**config.mk**
```make
export PLATFORM = sky130hd
export DESIGN_NAME = classifier_sample_sequencer
export DESIGN_NICKNAME = d
export VERILOG_FILES = /design/src/rtl/classifier_io_pkg.sv /design/src/rtl/settle_timer.sv /design/src/rtl/classifier_sample_sequencer.sv
export SDC_FILE = /design/constraint.sdc
export NUM_CORES = 1
export LEC_CHECK = 0
export ABC_CLOCK_PERIOD_IN_PS = 7600
export CORE_MARGIN = 2
export CORE_UTILIZATION = 51
export CTS_CLUSTER_DIAMETER = 50
export DETAILED_ROUTE_END_ITERATION = 8
export PLACE_DENSITY_LB_ADDON = 0.1
export SYNTH_ARGS = -nofsm -noshare
export SYNTH_HDL_FRONTEND = slang
export SYNTH_SLANG_ARGS = --single-unit
```
**constraint.sdc**
```tcl
create_clock -name clk -period 7.6 [get_ports clk]
set_clock_uncertainty 0.1 [all_clocks]
set_input_delay 1.52 -clock clk [delete_from_list [all_inputs] [get_ports clk]]
set_output_delay 1.52 -clock clk [all_outputs]
set_load 0.05 [all_outputs]
```
**src/rtl/classifier_io_pkg.sv**
```systemverilog
// Shared defaults and FSM state encoding for the classifier sample sequencer.
// Latency: n/a (types and constants only).
// Backpressure: n/a.
package classifier_io_pkg;

    localparam int NUM_A_DEF      = 9;
    localparam int WIDTH_A_DEF    = 4;
    localparam int OUTWIDTH_DEF   = 22;
    localparam int SETTLE_CNT_W   = 8;

    typedef enum logic [1:0] {
        ST_LOAD   = 2'd0,
        ST_SETTLE = 2'd1,
        ST_RESULT = 2'd2
    } state_t;

endpackage

```
**src/rtl/settle_timer.sv**
```systemverilog
// Counts the settle window after start; done pulses on the final settle edge.
// Latency: done asserts SETTLE_CYCLES-1 cycles after the cycle following start.
// Backpressure: none; a new start restarts the count.
module settle_timer
    import classifier_io_pkg::*;
#(
    parameter int SETTLE_CYCLES = 4
) (
    input  logic clk,
    input  logic rst_n,
    input  logic start,
    output logic done
);

    // SETTLE_CYCLES is expected in 1..255 so the terminal value fits the counter.
    localparam logic [SETTLE_CNT_W-1:0] CNT_LAST = SETTLE_CNT_W'(SETTLE_CYCLES - 1);

    logic [SETTLE_CNT_W-1:0] settle_cnt;
    logic                    active;

    assign done = active && (settle_cnt == CNT_LAST);

    always_ff @(posedge clk or negedge rst_n) begin
        if (!rst_n) begin
            settle_cnt <= '0;
            active     <= 1'b0;
        end else if (start) begin
            settle_cnt <= '0;
            active     <= 1'b1;
        end else if (done) begin
            settle_cnt <= '0;
            active     <= 1'b0;
        end else if (active) begin
            settle_cnt <= settle_cnt + 8'd1;
        end
    end

endmodule

```
**src/rtl/classifier_sample_sequencer.sv**
```systemverilog
// Packs attributes into inp, holds it for the settle window, captures clf_out; SAMPLE_CNT_EN adds sample_cnt.
// Latency: res_valid high SETTLE_CYCLES edges after the last attribute is accepted.
// Backpressure: attr_ready low outside LOAD; result held until res_valid & res_ready.
module classifier_sample_sequencer
    import classifier_io_pkg::*;
#(
    parameter int NUM_A         = NUM_A_DEF,
    parameter int WIDTH_A       = WIDTH_A_DEF,
    parameter int OUTWIDTH      = OUTWIDTH_DEF,
    parameter int SETTLE_CYCLES = 4
) (
    input  logic                     clk,
    input  logic                     rst_n,
    input  logic                     attr_valid,
    input  logic [WIDTH_A-1:0]       attr_data,
    output logic                     attr_ready,
    output logic [NUM_A*WIDTH_A-1:0] inp,
    input  logic [OUTWIDTH-1:0]      clf_out,
    output logic                     res_valid,
    output logic [OUTWIDTH-1:0]      res_data,
    input  logic                     res_ready,
    output logic                     busy
`ifdef SAMPLE_CNT_EN
    ,
    output logic [15:0]              sample_cnt
`endif
);

    localparam int               IDX_W    = (NUM_A > 1) ? $clog2(NUM_A) : 1;
    localparam logic [IDX_W-1:0] IDX_LAST = IDX_W'(NUM_A - 1);
    localparam logic [IDX_W-1:0] IDX_ONE  = IDX_W'(1);

    state_t           state;
    state_t           state_nxt;
    logic [IDX_W-1:0] idx;
    logic             accept;
    logic             last_attr;
    logic             settle_done;
    logic             capture;
    logic             consume;

    assign accept    = attr_valid && attr_ready;
    assign last_attr = accept && (idx == IDX_LAST);
    assign capture   = (state == ST_SETTLE) && settle_done;
    assign consume   = res_valid && res_ready;
    assign busy      = (state != ST_LOAD) || (idx != '0);

    settle_timer #(
        .SETTLE_CYCLES (SETTLE_CYCLES)
    ) u_settle_timer (
        .clk   (clk),
        .rst_n (rst_n),
        .start (last_attr),
        .done  (settle_done)
    );

    always_ff @(posedge clk or negedge rst_n) begin
        if (!rst_n) begin
            state <= ST_LOAD;
        end else begin
            state <= state_nxt;
        end
    end

    always_comb begin
        state_nxt  = state;
        attr_ready = 1'b0;
        res_valid  = 1'b0;
        case (state)
            ST_LOAD: begin
                attr_ready = 1'b1;
                if (attr_valid && (idx == IDX_LAST)) begin
                    state_nxt = ST_SETTLE;
                end
            end
            ST_SETTLE: begin
                if (settle_done) begin
                    state_nxt = ST_RESULT;
                end
            end
            ST_RESULT: begin
                res_valid = 1'b1;
                if (res_ready) begin
                    state_nxt = ST_LOAD;
                end
            end
            default: begin
                state_nxt = ST_LOAD;
            end
        endcase
    end

    // inp is never cleared between samples: slots not yet rewritten keep the prior sample.
    always_ff @(posedge clk or negedge rst_n) begin
        if (!rst_n) begin
            idx      <= '0;
            inp      <= '0;
            res_data <= '0;
        end else begin
            if (accept) begin
                inp[idx*WIDTH_A +: WIDTH_A] <= attr_data;
                idx                         <= last_attr ? '0 : idx + IDX_ONE;
            end
            if (capture) begin
                res_data <= clf_out;
            end
        end
    end

`ifdef SAMPLE_CNT_EN
    always_ff @(posedge clk or negedge rst_n) begin
        if (!rst_n) begin
            sample_cnt <= '0;
        end else if (consume) begin
            sample_cnt <= sample_cnt + 16'd1;
        end
    end
`else
    logic unused_consume;
    assign unused_consume = consume;
`endif

endmodule

```
==> key figures, run 1 <==
Yosys
  • Mean instance size in the synthesized netlist: 12.5 µm²
  • Post-synthesis cell type with the largest combined area: sky130_fd_sc_hd__dfrtp_1
  • Synth Area in XOR/XNOR: 1.38%
  • Most repeated cell in the gate-level netlist after synthesis: sky130_fd_sc_hd__dfrtp_1
  • Leading register cell type out of synthesis: sky130_fd_sc_hd__dfrtp_1
  • Area fraction in and, or, nand and nor cells after synthesis: 12.9%
  • Post-synthesis compound-gate area fraction: 5.87%
  • Gate count of the mapped netlist: between 200 and 300
  • Synth warnings: 0
  • Number of synthesized register bits: 73
  • Number of enable flip-flop cells after synthesis: 0
  • Area contributors post-synth: sky130_fd_sc_hd__dfrtp_1, sky130_fd_sc_hd__mux2_2, sky130_fd_sc_hd__nand2_1
  • Cell area after synthesis: 0.00317 mm²
  • Top cell types by occurrence after synthesis: sky130_fd_sc_hd__dfrtp_1, sky130_fd_sc_hd__mux2_2, sky130_fd_sc_hd__nand2_1, sky130_fd_sc_hd__nor2_1, sky130_fd_sc_hd__o21ai_0
  • Distinct cells, synth: 38
  • Largest family of logic cells by synthesized area: multiplexers
  • Post-synth net total: 287
  • Arithmetic-cell share of the synthesized area counting full adders, half adders and majority gates: 1.58%
  • Synth top area share: a little under three fifths
  • Share of flip-flops with an asynchronous set or reset: 100%
  • Part of the Yosys area used for sequential elements: 57.5%
  • Mux contribution to synthesized area: approximately a fifth

Run status
  • Outcome: completed

STA
  • Tightest Pin Transition: 1.13 ns
  • Final count of negative-setup-slack endpoints: 0
  • Count of final max-slew check failures: 0
  • RSZ-0062 raised after global routing: false
  • Setup TNS: 0 ns
  • Time the worst path needs with I/O delays and setup: 4.34 ns
  • Normalized max-slew margin: 24.9%
  • Final cycle utilization of the critical path: about 57%
  • Final Hold Vio Count: 0
  • Fmax achieved: between 0.2 and 0.25 GHz

GRT
  • Number of global-route vias before repair: between 2k and 2.5k
  • Largest net degree at the start of global routing: 74
  • Total overflow reported by the global router: 0
  • Overall routing resource usage: 19.5%
  • Antenna violations before repair: 0
  • GR peak layer: met1
  • Met2 Usage GRT: 27.0%
  • GR Layer Usage met3: 5.77%
  • Wire length of the first global-routing pass: 10700 µm
  • Routing usage on met1: 28.6%

Floorplan
  • Die area: 0.00687 mm²
  • Initial standard-cell utilization of the core: 53.3%
  • Top-level port count: 91
  • Die Span X: 82.9 µm
  • Core ar.: 0.00596 mm²
  • Die boundary height: 82.9 µm
  • Number of standard-cell rows in the floorplan: 28

CTS
  • CTS max path bufs: 2
  • Buffers inserted during post-CTS setup optimization: 0
  • Clock-pin slew on the worst setup and hold paths: 0.07 ns
  • Number of levels the H-tree was split into: 3
  • Worst-Skew Late Latency: 0.33 ns
  • Number of CTS-inserted buffers: 9
  • Clock tree from TritonCTS: yes
  • CTS Hold Buffers Added: 0
  • Number of clock sinks: 73
  • Post_cts resized: 0
  • CTS root buffer: sky130_fd_sc_hd__clkbuf_8

Placed design
  • IO buf count: 90
  • HPWL reported at the end of detailed placement: 4520 µm
  • Placement Cell Area: between 0.004 and 0.005 mm²
  • Number of instances in the placed design: 413
  • Placer congestion estimate: between 0.8 and 0.9

Worst setup path
  • Class of the most critical setup path: flip-flop to output pin
  • Crit end category: output pin
  • Worst endpoint data arrival time: 2.72 ns
  • CP startpoint kind: flip-flop
  • Worst Path Max Fanout: 12
  • Required time of the worst setup path: 5.98 ns

Final layout
  • Final-stage net count: ~380
  • Final instance area: approximately 0.0043 mm²
  • Share of cells above drive strength 1: 19.8%
  • Area delta synth->final: 35.7%
  • Fill count: 445
  • Final Non-Filler Cells: between 400 and 500
  • Antenna Diode Count: 0

Flow run
  • MaxCap Viol Count: 0

Routing
  • First-pass iteration count of the detailed router: 4
  • Total routed wirelength: 6260 µm
  • Vias: around 2.2k
  • Number of antenna-violating nets in the routed design: 0
  • Iteration-0 DRC count of the detailed router: 61
  • Average via count per standard cell: 5.21
  • Drt wl/cell: around 15 µm
  • Number of DRC violations after detailed routing: 0

Power
  • Total power: 0.00171 W
  • Standby leakage power: 1.97 nW
  • PwrDens: 397 mW/mm²
  • Worst voltage drop across the vdd grid: about 0.00026 V

Min path
  • Min-Delay Path Class: flip-flop to flip-flop
[logic make-up after synthesis]
family | count (synthesis)
muxes | 53
xor gates and xnor gates | 5
DFF | 73
buffers and inverters | 13
AOI/OAI and AO/OA | 29
adders and majority gates | 4
and+or+nand+nor | 76
[path summary, 6_finish.rpt]
path	start	end	slack [ns]	cells past startpoint
max	idx[0]	busy	3.26	5
min	inp[2]	inp[2]	0.39	2
max reg2reg	u_settle_timer.settle_cnt[3]	res_data[5]	4.47	4
min reg2reg	inp[2]	inp[2]	0.39	2
max in group asynchronous	rst_n	idx[3]	5.54	2
min in group asynchronous	rst_n	inp[10]	1.30	2
[layer usage]
| metal | wire [µm] | up-vias |
|---|---|---|
| met5 | 0 | - |
| met4 | 38 | 0 |
| met3 | 414 | 4 |
| met2 | 2760 | 78 |
| met1 | 3040 | 1057 |
| li1 | - | 1094 |
[stage by stage]
stage	setup slack [ns]	hold WS, ns	util (%)
floorplan	4.15	0.405	-
global placement	3.46	0.364	69.4
detailed placement	3.41	0.378	69.4
CTS	3.25	0.394	72.3
global route	3.09	0.412	72.3
finish	3.26	0.389	72.3
[cells in the final DEF, fill, tap and decap left out, drive strengths merged, types with 2 or more instances in the layout]
| master | n |
|---|---|
| dfrtp | 73 |
| nor4 | 2 |
| nand4 | 4 |
| a21oi | 5 |
| clkbuf | 13 |
| a21o | 2 |
| nor2 | 12 |
| a21boi | 3 |
| or3 | 3 |
| ha | 4 |
| and3 | 5 |
| and2 | 5 |
| inv | 7 |
| nor3 | 3 |
| nand2 | 23 |
| a41o | 3 |
| o21ai | 12 |
| buf | 2 |
| xor2 | 4 |
| mux2i | 3 |
| clkinv | 3 |
| mux2 | 50 |
| or4 | 2 |
| nor2b | 2 |
| nand2b | 3 |
| nand3 | 4 |
| nor3b | 3 |
| clkdlybuf4s50 | 89 |
| nand3b | 2 |
[where the power goes]
group | switching, W | internal [W]
Combinational | 0.000525 | 0.000317
Sequential | 0.0000971 | 0.000507
Clock | 0.000131 | 0.000135
[worst max-delay path, stage by stage (launching register included)]
cell and delay, ns:
sky130_fd_sc_hd__dfrtp_1 0.50, sky130_fd_sc_hd__inv_1 0.20, sky130_fd_sc_hd__ha_1 0.34, sky130_fd_sc_hd__nor3b_1 0.54, sky130_fd_sc_hd__nand2_1 0.10, sky130_fd_sc_hd__clkdlybuf4s50_1 0.72
[final cells by class]
type	count	area (µm²)	share of cell area [%]
timing repair buffer	91	903	21.0
clock buffer	13	159	3.69
inverter	7	26.3	0.610
clock inverter	3	15.0	0.349
multi-input combinational	167	1280	29.8
tap	75	93.8	2.18
sequential	73	1830	42.4
[registers in the layout, indices dropped and copies added, names as in the netlist]
| name | cells |
|---|---|
| inp | 36 |
| res_data | 22 |
| u_settle_timer.settle_cnt | 8 |
| idx | 4 |
| state | 2 |
| u_settle_timer.active | 1 |
No activity file was read; power rests on OpenSTA's default activity.
==> run 2: changes to the inputs <==
Settings changed: ABC_CLOCK_PERIOD_IN_PS 7600 to 4100, CORE_UTILIZATION 51 to 47.
Clock period 7.6 ns to 4.1 ns, I/O delays scaled along.
==> key figures, run 2 (synthesized netlist as in run 1, its figures left out) <==
Min path
  • Hold Path Depth: 2 (unchanged)
  • End point of the worst hold path: inp[0]
  • Hold Startpoint: inp[0]
  • Min-Delay Path Class: flip-flop to flip-flop

Power
  • Worst voltage drop across the vdd grid: 0.000419 V (+61%)
  • Standby leakage power: 2.00 nW (+1.5%)
  • PwrDens: 747 mW/mm² (+88%)

Worst setup path
  • Required time of the worst setup path: 3.18 ns (-2.80 ns)
  • Logic depth of the worst register-to-register path: 5 (+1)
  • CP startpoint kind: flip-flop
  • Class of the most critical setup path: flip-flop to output pin
  • Crit end category: output pin
  • Critical register-to-register path endpoint: res_data[4]
  • Ordered list of cells on the worst path: inv_1 -> ha_1 -> nor3b_1 -> nand2_1 -> clkdlybuf4s50_1
  • Reg-to-reg startpoint: u_settle_timer.settle_cnt[3]
  • Max stage delay on crit path: 0.73 ns (about the same)
  • Worst Path Max Fanout: 12 (unchanged)
  • Worst endpoint data arrival time: 2.74 ns (+0.02 ns)
  • Slowest cell on the critical path: sky130_fd_sc_hd__clkdlybuf4s50_1
  • Setup slack on the worst flop-to-flop path: 1.10 ns (-3.37 ns)

STA
  • Final count of negative-setup-slack endpoints: 0 (unchanged)
  • Setup TNS: 0 ns (unchanged)
  • Time the worst path needs with I/O delays and setup: ~3.7 ns
  • Final cycle utilization of the critical path: between 80% and 90%
  • RSZ-0062 raised after global routing: false
  • Fmax achieved: 0.273 GHz
  • Hold_ws: 0.384 ns (-0.00504 ns)
  • Normalized max-slew margin: 24.4% (-0.52 points)
  • Tightest Pin Transition: 1.13 ns (+0.00897 ns)
  • Final Hold Vio Count: 0 (unchanged)
  • Count of final max-slew check failures: 0 (unchanged)

CTS
  • Number of clock sinks: 73 (unchanged)
  • CTS root buffer: sky130_fd_sc_hd__clkbuf_8
  • CTS max path bufs: 2 (unchanged)
  • Clock-pin slew on the worst setup and hold paths: 0.07 ns (about the same)
  • Number of levels the H-tree was split into: 3 (unchanged)
  • Post_cts resized: 0 (unchanged)
  • Buffers inserted during post-CTS setup optimization: 0 (unchanged)
  • Number of CTS-inserted buffers: 9 (unchanged)
  • Worst-Skew Late Latency: 0.34 ns (about the same)
  • CTS Hold Buffers Added: 0 (unchanged)
  • Clock tree from TritonCTS: yes

GRT
  • GR peak layer: met2
  • Antenna violations before repair: 0 (unchanged)
  • Routing usage on met1: 26.3% (-2.3 points)
  • Largest net degree at the start of global routing: 52 (-30%)
  • Overall routing resource usage: 19.9% (+0.43 points)
  • Met2 Usage GRT: 30.2% (+3.2 points)
  • GR Layer Usage met3: 6.67% (+0.90 points)
  • Total overflow reported by the global router: 0 (unchanged)
  • Number of global-route vias before repair: 2356 (+7.6%)
  • Wire length of the first global-routing pass: 11400 µm (+6.4%)

Routing
  • First-pass iteration count of the detailed router: 4 (unchanged)
  • Total routed wirelength: 6820 µm (+8.9%)
  • Number of DRC violations after detailed routing: 0 (unchanged)
  • Number of antenna-violating nets in the routed design: 0 (unchanged)
  • Vias: 2338 (+4.7%)
  • Average via count per standard cell: 5.39 (+3.5%)
  • Iteration-0 DRC count of the detailed router: 113 (+85%)
  • Drt wl/cell: 15.7 µm (+7.7%)

Final layout
  • Area delta synth->final: 37.4%
  • Leading cell types in the layout, fill and taps excluded: sky130_fd_sc_hd__clkdlybuf4s50_1, sky130_fd_sc_hd__dfrtp_1, sky130_fd_sc_hd__mux2_2, sky130_fd_sc_hd__nand2_1
  • Share of cells above drive strength 1: 20.7% (+0.95 points)
  • Antenna Diode Count: 0 (unchanged)
  • Largest register FFs: 36 (unchanged)
  • Commonest non-fill, non-tap cell in the layout: sky130_fd_sc_hd__clkdlybuf4s50_1
  • Largest registers in the final layout: inp (36), res_data (22), u_settle_timer.settle_cnt (8)
  • Register with the most flip-flops: inp
  • Final instance area: 0.00436 mm² (+1.2%)
  • Final-stage net count: 387 (+1.0%)

Floorplan
  • Initial standard-cell utilization of the core: 49.1% (-4.2 points)
  • Die area: 0.00743 mm² (+8.1%)
  • Number of standard-cell rows in the floorplan: 29 (+3.6%)
  • Core ar.: 0.00646 mm² (+8.4%)
  • Top-level port count: 91 (unchanged)
  • Die boundary height: 86.2 µm (+4.0%)
  • Die Span X: 86.2 µm (+4.0%)

Placed design
  • HPWL reported at the end of detailed placement: 4940 µm (+9.2%)
  • Placer congestion estimate: 0.808 (-0.86%)
  • Placement Cell Area: 0.00417 mm² (+0.79%)
  • IO buf count: 90 (unchanged)

Flow run
  • MaxCap Viol Count: 0 (unchanged)

Run status
  • Outcome: completed
## run 2: cell count changes in the layout (fill, tap and decap cells not counted), sizes merged
cell    delta
buf        +4
bufinv     +1
clkbuf     -1
clkinv     -1
## run 2: critical path, delay by kind of cell (launching register included)
kind          cells  cell delay [ns]
buf+inv           2             0.92
simple gates      2             0.63
fa+ha+maj         1             0.37
flops             1             0.49
## run 2: metrics by stage
| stage | std cells | setup slack, ns | power [W] | util (%) |
|---|---|---|---|---|
| after detailed placement | 419 | 0.744 | 0.00271 | 64.5 |
| after floorplan | 253 | 1.35 | 0.00220 | - |
| after CTS | 434 | 0.445 | 0.00328 | 67.5 |
| after global placement | 419 | 0.769 | 0.00268 | 64.5 |
| final | 434 | 0.435 | 0.00326 | 67.5 |
| after global routing | 434 | 0.184 | 0.00345 | 67.5 |
## run 2: worst max path at each step
stage | slack (ns) | endpoint | startpoint
after floorplan | 1.35 | inp[24] | idx[0]
after global placement | 0.77 | inp[35] | attr_valid
after detailed placement | 0.74 | inp[34] | attr_valid
after CTS | 0.44 | busy | idx[0]
after global routing | 0.18 | busy | idx[0]
final | 0.44 | busy | idx[0]
## run 2: area by class of cell
class,instances,area (µm²)
Clock buffer,12,155
Sequential cell,73,1830
Inverter,7,26.3
Multi-Input combinational cell,167,1280
Timing Repair Buffer,95,933
Fill cell,508,2100
Tap cell,77,96.3
Clock inverter,3,40.0
## run 2: report_power, final
| group | internal, W | switching (W) |
|---|---|---|
| Clock | 0.000309 | 0.000252 |
| Combinational | 0.000594 | 0.000982 |
| Sequential | 0.000940 | 0.000182 |
## run 2: layer usage
| metal | part of all wire (%) | vias up |
|---|---|---|
| met2 | 44 | 91 |
| met1 | 47 | 1140 |
| li1 | - | 1095 |
| met5 | 0 | - |
| met3 | 7.8 | 12 |
| met4 | 2.0 | 0 |
==> run 3: changes to the inputs <==
Settings changed: ABC_CLOCK_PERIOD_IN_PS 4100 to 3500.
Clock period 4.1 ns to 3.5 ns, I/O delays scaled along.
==> key figures, run 3 (synthesized netlist as in run 1, its figures left out) <==
Routing
  • Number of DRC violations after detailed routing: 0 (unchanged)
  • Average via count per standard cell: 5.32 (-1.2%)
  • Drt wl/cell: 15.1 µm (-3.6%)
  • Total routed wirelength: 6620 µm (-2.9%)
  • Number of antenna-violating nets in the routed design: 0 (unchanged)
  • Vias: 2326 (-0.51%)
  • Iteration-0 DRC count of the detailed router: 73 (-35%)
  • First-pass iteration count of the detailed router: 4 (unchanged)

Worst setup path
  • Class of the most critical setup path: flip-flop to output pin
  • Slowest cell on the critical path: sky130_fd_sc_hd__dfrtp_1
  • Ordered list of cells on the worst path: inv_1 -> ha_1 -> nor3b_2 -> nand2_1 -> dlymetal6s2s_1
  • CP startpoint kind: flip-flop
  • Crit end category: output pin
  • Required time of the worst setup path: 2.70 ns (-0.48 ns)
  • Family of cells with the greatest summed delay on the critical path: buffers and inverters
  • Max stage delay on crit path: 0.49 ns (-0.24 ns)
  • Buf/Inv on CP: 2 (unchanged)
  • Worst endpoint data arrival time: 2.11 ns (-0.63 ns)
  • Worst Path Max Fanout: 12 (unchanged)

CTS
  • CTS root buffer: sky130_fd_sc_hd__clkbuf_8
  • Worst-Skew Late Latency: 0.34 ns (about the same)
  • CTS max path bufs: 2 (unchanged)
  • Number of levels the H-tree was split into: 3 (unchanged)
  • CTS Hold Buffers Added: 0 (unchanged)
  • Number of CTS-inserted buffers: 9 (unchanged)
  • Buffers inserted during post-CTS setup optimization: 0 (unchanged)
  • Clock tree from TritonCTS: yes
  • Number of clock sinks: 73 (unchanged)
  • Clock-pin slew on the worst setup and hold paths: 0.08 ns (about the same)

GRT
  • Antenna violations before repair: 0 (unchanged)
  • Total overflow reported by the global router: 0 (unchanged)
  • Largest net degree at the start of global routing: 37 (-29%)
  • Overall routing resource usage: 19.1% (-0.88 points)
  • Number of global-route vias before repair: 2273 (-3.5%)
  • Wire length of the first global-routing pass: 10900 µm (-4.5%)

Final layout
  • Antenna Diode Count: 0 (unchanged)
  • Commonest non-fill, non-tap cell in the layout: sky130_fd_sc_hd__clkdlybuf4s50_1
  • Share of cells above drive strength 1: 21.9% (+1.2 points)
  • Core utilization of the finished layout: 69.1% (+1.6 points)
  • Register with the most flip-flops: inp
  • Final Non-Filler Cells: 437 (+0.69%)
  • Largest register FFs: 36 (unchanged)
  • Largest registers in the final layout: inp (36), res_data (22), u_settle_timer.settle_cnt (8)
  • Leading cell types in the layout, fill and taps excluded: sky130_fd_sc_hd__clkdlybuf4s50_1, sky130_fd_sc_hd__dfrtp_1, sky130_fd_sc_hd__mux2_2, sky130_fd_sc_hd__nand2_1
  • Area delta synth->final: 40.7%
  • Final-stage net count: 389 (+0.52%)

Power
  • Internal power summed over all cells: 0.00238 W (+29%)
  • Switching part of the total: 41.1% (-2.4 points)
  • Clock Power Share: 22.0% (+4.8 points)
  • Worst voltage drop across the vdd grid: 0.000502 V (+20%)
  • Standby leakage power: 2.05 nW (+2.5%)
  • Total power: 0.00405 W (+24%)
  • Combinational share of power: 45.6% (-2.8 points)
  • Psw: 0.00166 W (+17%)
  • Sequential share of power: 32.4% (-2.0 points)
  • PwrDens: 906 mW/mm² (+21%)

Placed design
  • HPWL reported at the end of detailed placement: 4840 µm (-2.0%)
  • Number of instances in the placed design: 421 (+0.48%)
  • Worst slack at placement: 0.268 ns (-0.476 ns)
  • IO buf count: 90 (unchanged)
  • Placer congestion estimate: 0.782 (-3.1%)

Min path
  • Min-Delay Path Class: input pin to asynchronous set/reset pin

STA
  • Time the worst path needs with I/O delays and setup: roughly 2.9 ns
  • Normalized max-slew margin: 48.7% (+24 points)
  • Min setup slack post-route: 0.593 ns (+0.157 ns)
  • Final cycle utilization of the critical path: 83.1%
  • Fmax achieved: 0.344 GHz
  • Count of final max-slew check failures: 0 (unchanged)
  • Setup TNS: 0 ns (unchanged)
  • Final count of negative-setup-slack endpoints: 0 (unchanged)
  • RSZ-0062 raised after global routing: false
  • Tightest Pin Transition: 0.770 ns (-0.364 ns)
  • Final Hold Vio Count: 0 (unchanged)

Floorplan
  • Die area: 0.00743 mm² (unchanged)
  • Core ar.: 0.00646 mm² (unchanged)
  • Die Span X: 86.2 µm (unchanged)
  • Initial standard-cell utilization of the core: 49.1% (unchanged)
  • Die boundary height: 86.2 µm (unchanged)
  • Number of standard-cell rows in the floorplan: 29 (unchanged)
  • Top-level port count: 91 (unchanged)

Flow run
  • MaxCap Viol Count: 0 (unchanged)

Run status
  • Outcome: completed
-- run 3: power by group through the flow --
stage          clock [W]  sequential, W  combinational [W]
2_1_floorplan          0        0.00190           0.000672
3_3_place_gp           0        0.00132            0.00183
3_5_place_dp           0        0.00133            0.00185
4_1_cts         0.000912        0.00132            0.00186
5_1_grt         0.000949        0.00135            0.00197
6_report        0.000890        0.00131            0.00184
-- run 3: path summary, 6_finish.rpt --
check,startpoint,endpoint,slack [ns],depth (start not counted)
worst min-delay path,rst_n,inp[34],0.33,1
max in group asynchronous,rst_n,inp[4],2.21,2
worst max-delay path,idx[0],busy,0.59,5
min in group clk,inp[3],inp[3],0.38,2
worst max register to register,idx[0],inp[32],0.68,6
worst min register to register,inp[3],inp[3],0.38,2
-- run 3: area by class of cell --
type | instances | area, µm²
fill | 494 | 1990
sequential | 73 | 1830
clock inverter | 5 | 125
multi-input combinational | 167 | 1290
tap | 77 | 96.3
timing repair buffer | 97 | 951
inverter | 7 | 26.3
clock buffer | 11 | 151
-- run 3: metal layers --
metal	global-route usage [%]	vias up	routed length, µm
li1	-	1104	-
met1	25.8	1126	3110
met2	27.9	84	2880
met4	9.80	0	142
met3	5.71	12	490
met5	0	-	0
-- run 3: per-stage QoR --
stage	hold slack [ns]	instance area (µm²)
after global placement	0.366	4180
after global routing	0.388	4470
after floorplan	0.304	3170
after detailed placement	0.370	4180
final	0.335	4470
after CTS	0.351	4460
-- run 3: what timing repair did --
action                                  CTS  global route
endpoints found under the setup margin    1             1
gates cloned                              0             0
gates resized for setup                   1             1
-- run 3: worst reg2reg max path, stage by stage (launching register included) --
cell                      delay [ns]
sky130_fd_sc_hd__dfrtp_1        0.52
sky130_fd_sc_hd__inv_1          0.17
sky130_fd_sc_hd__ha_1           0.33
sky130_fd_sc_hd__nor3b_2        0.22
sky130_fd_sc_hd__nor4b_1        0.57
sky130_fd_sc_hd__nor2b_1        0.40
sky130_fd_sc_hd__mux2_2         0.38
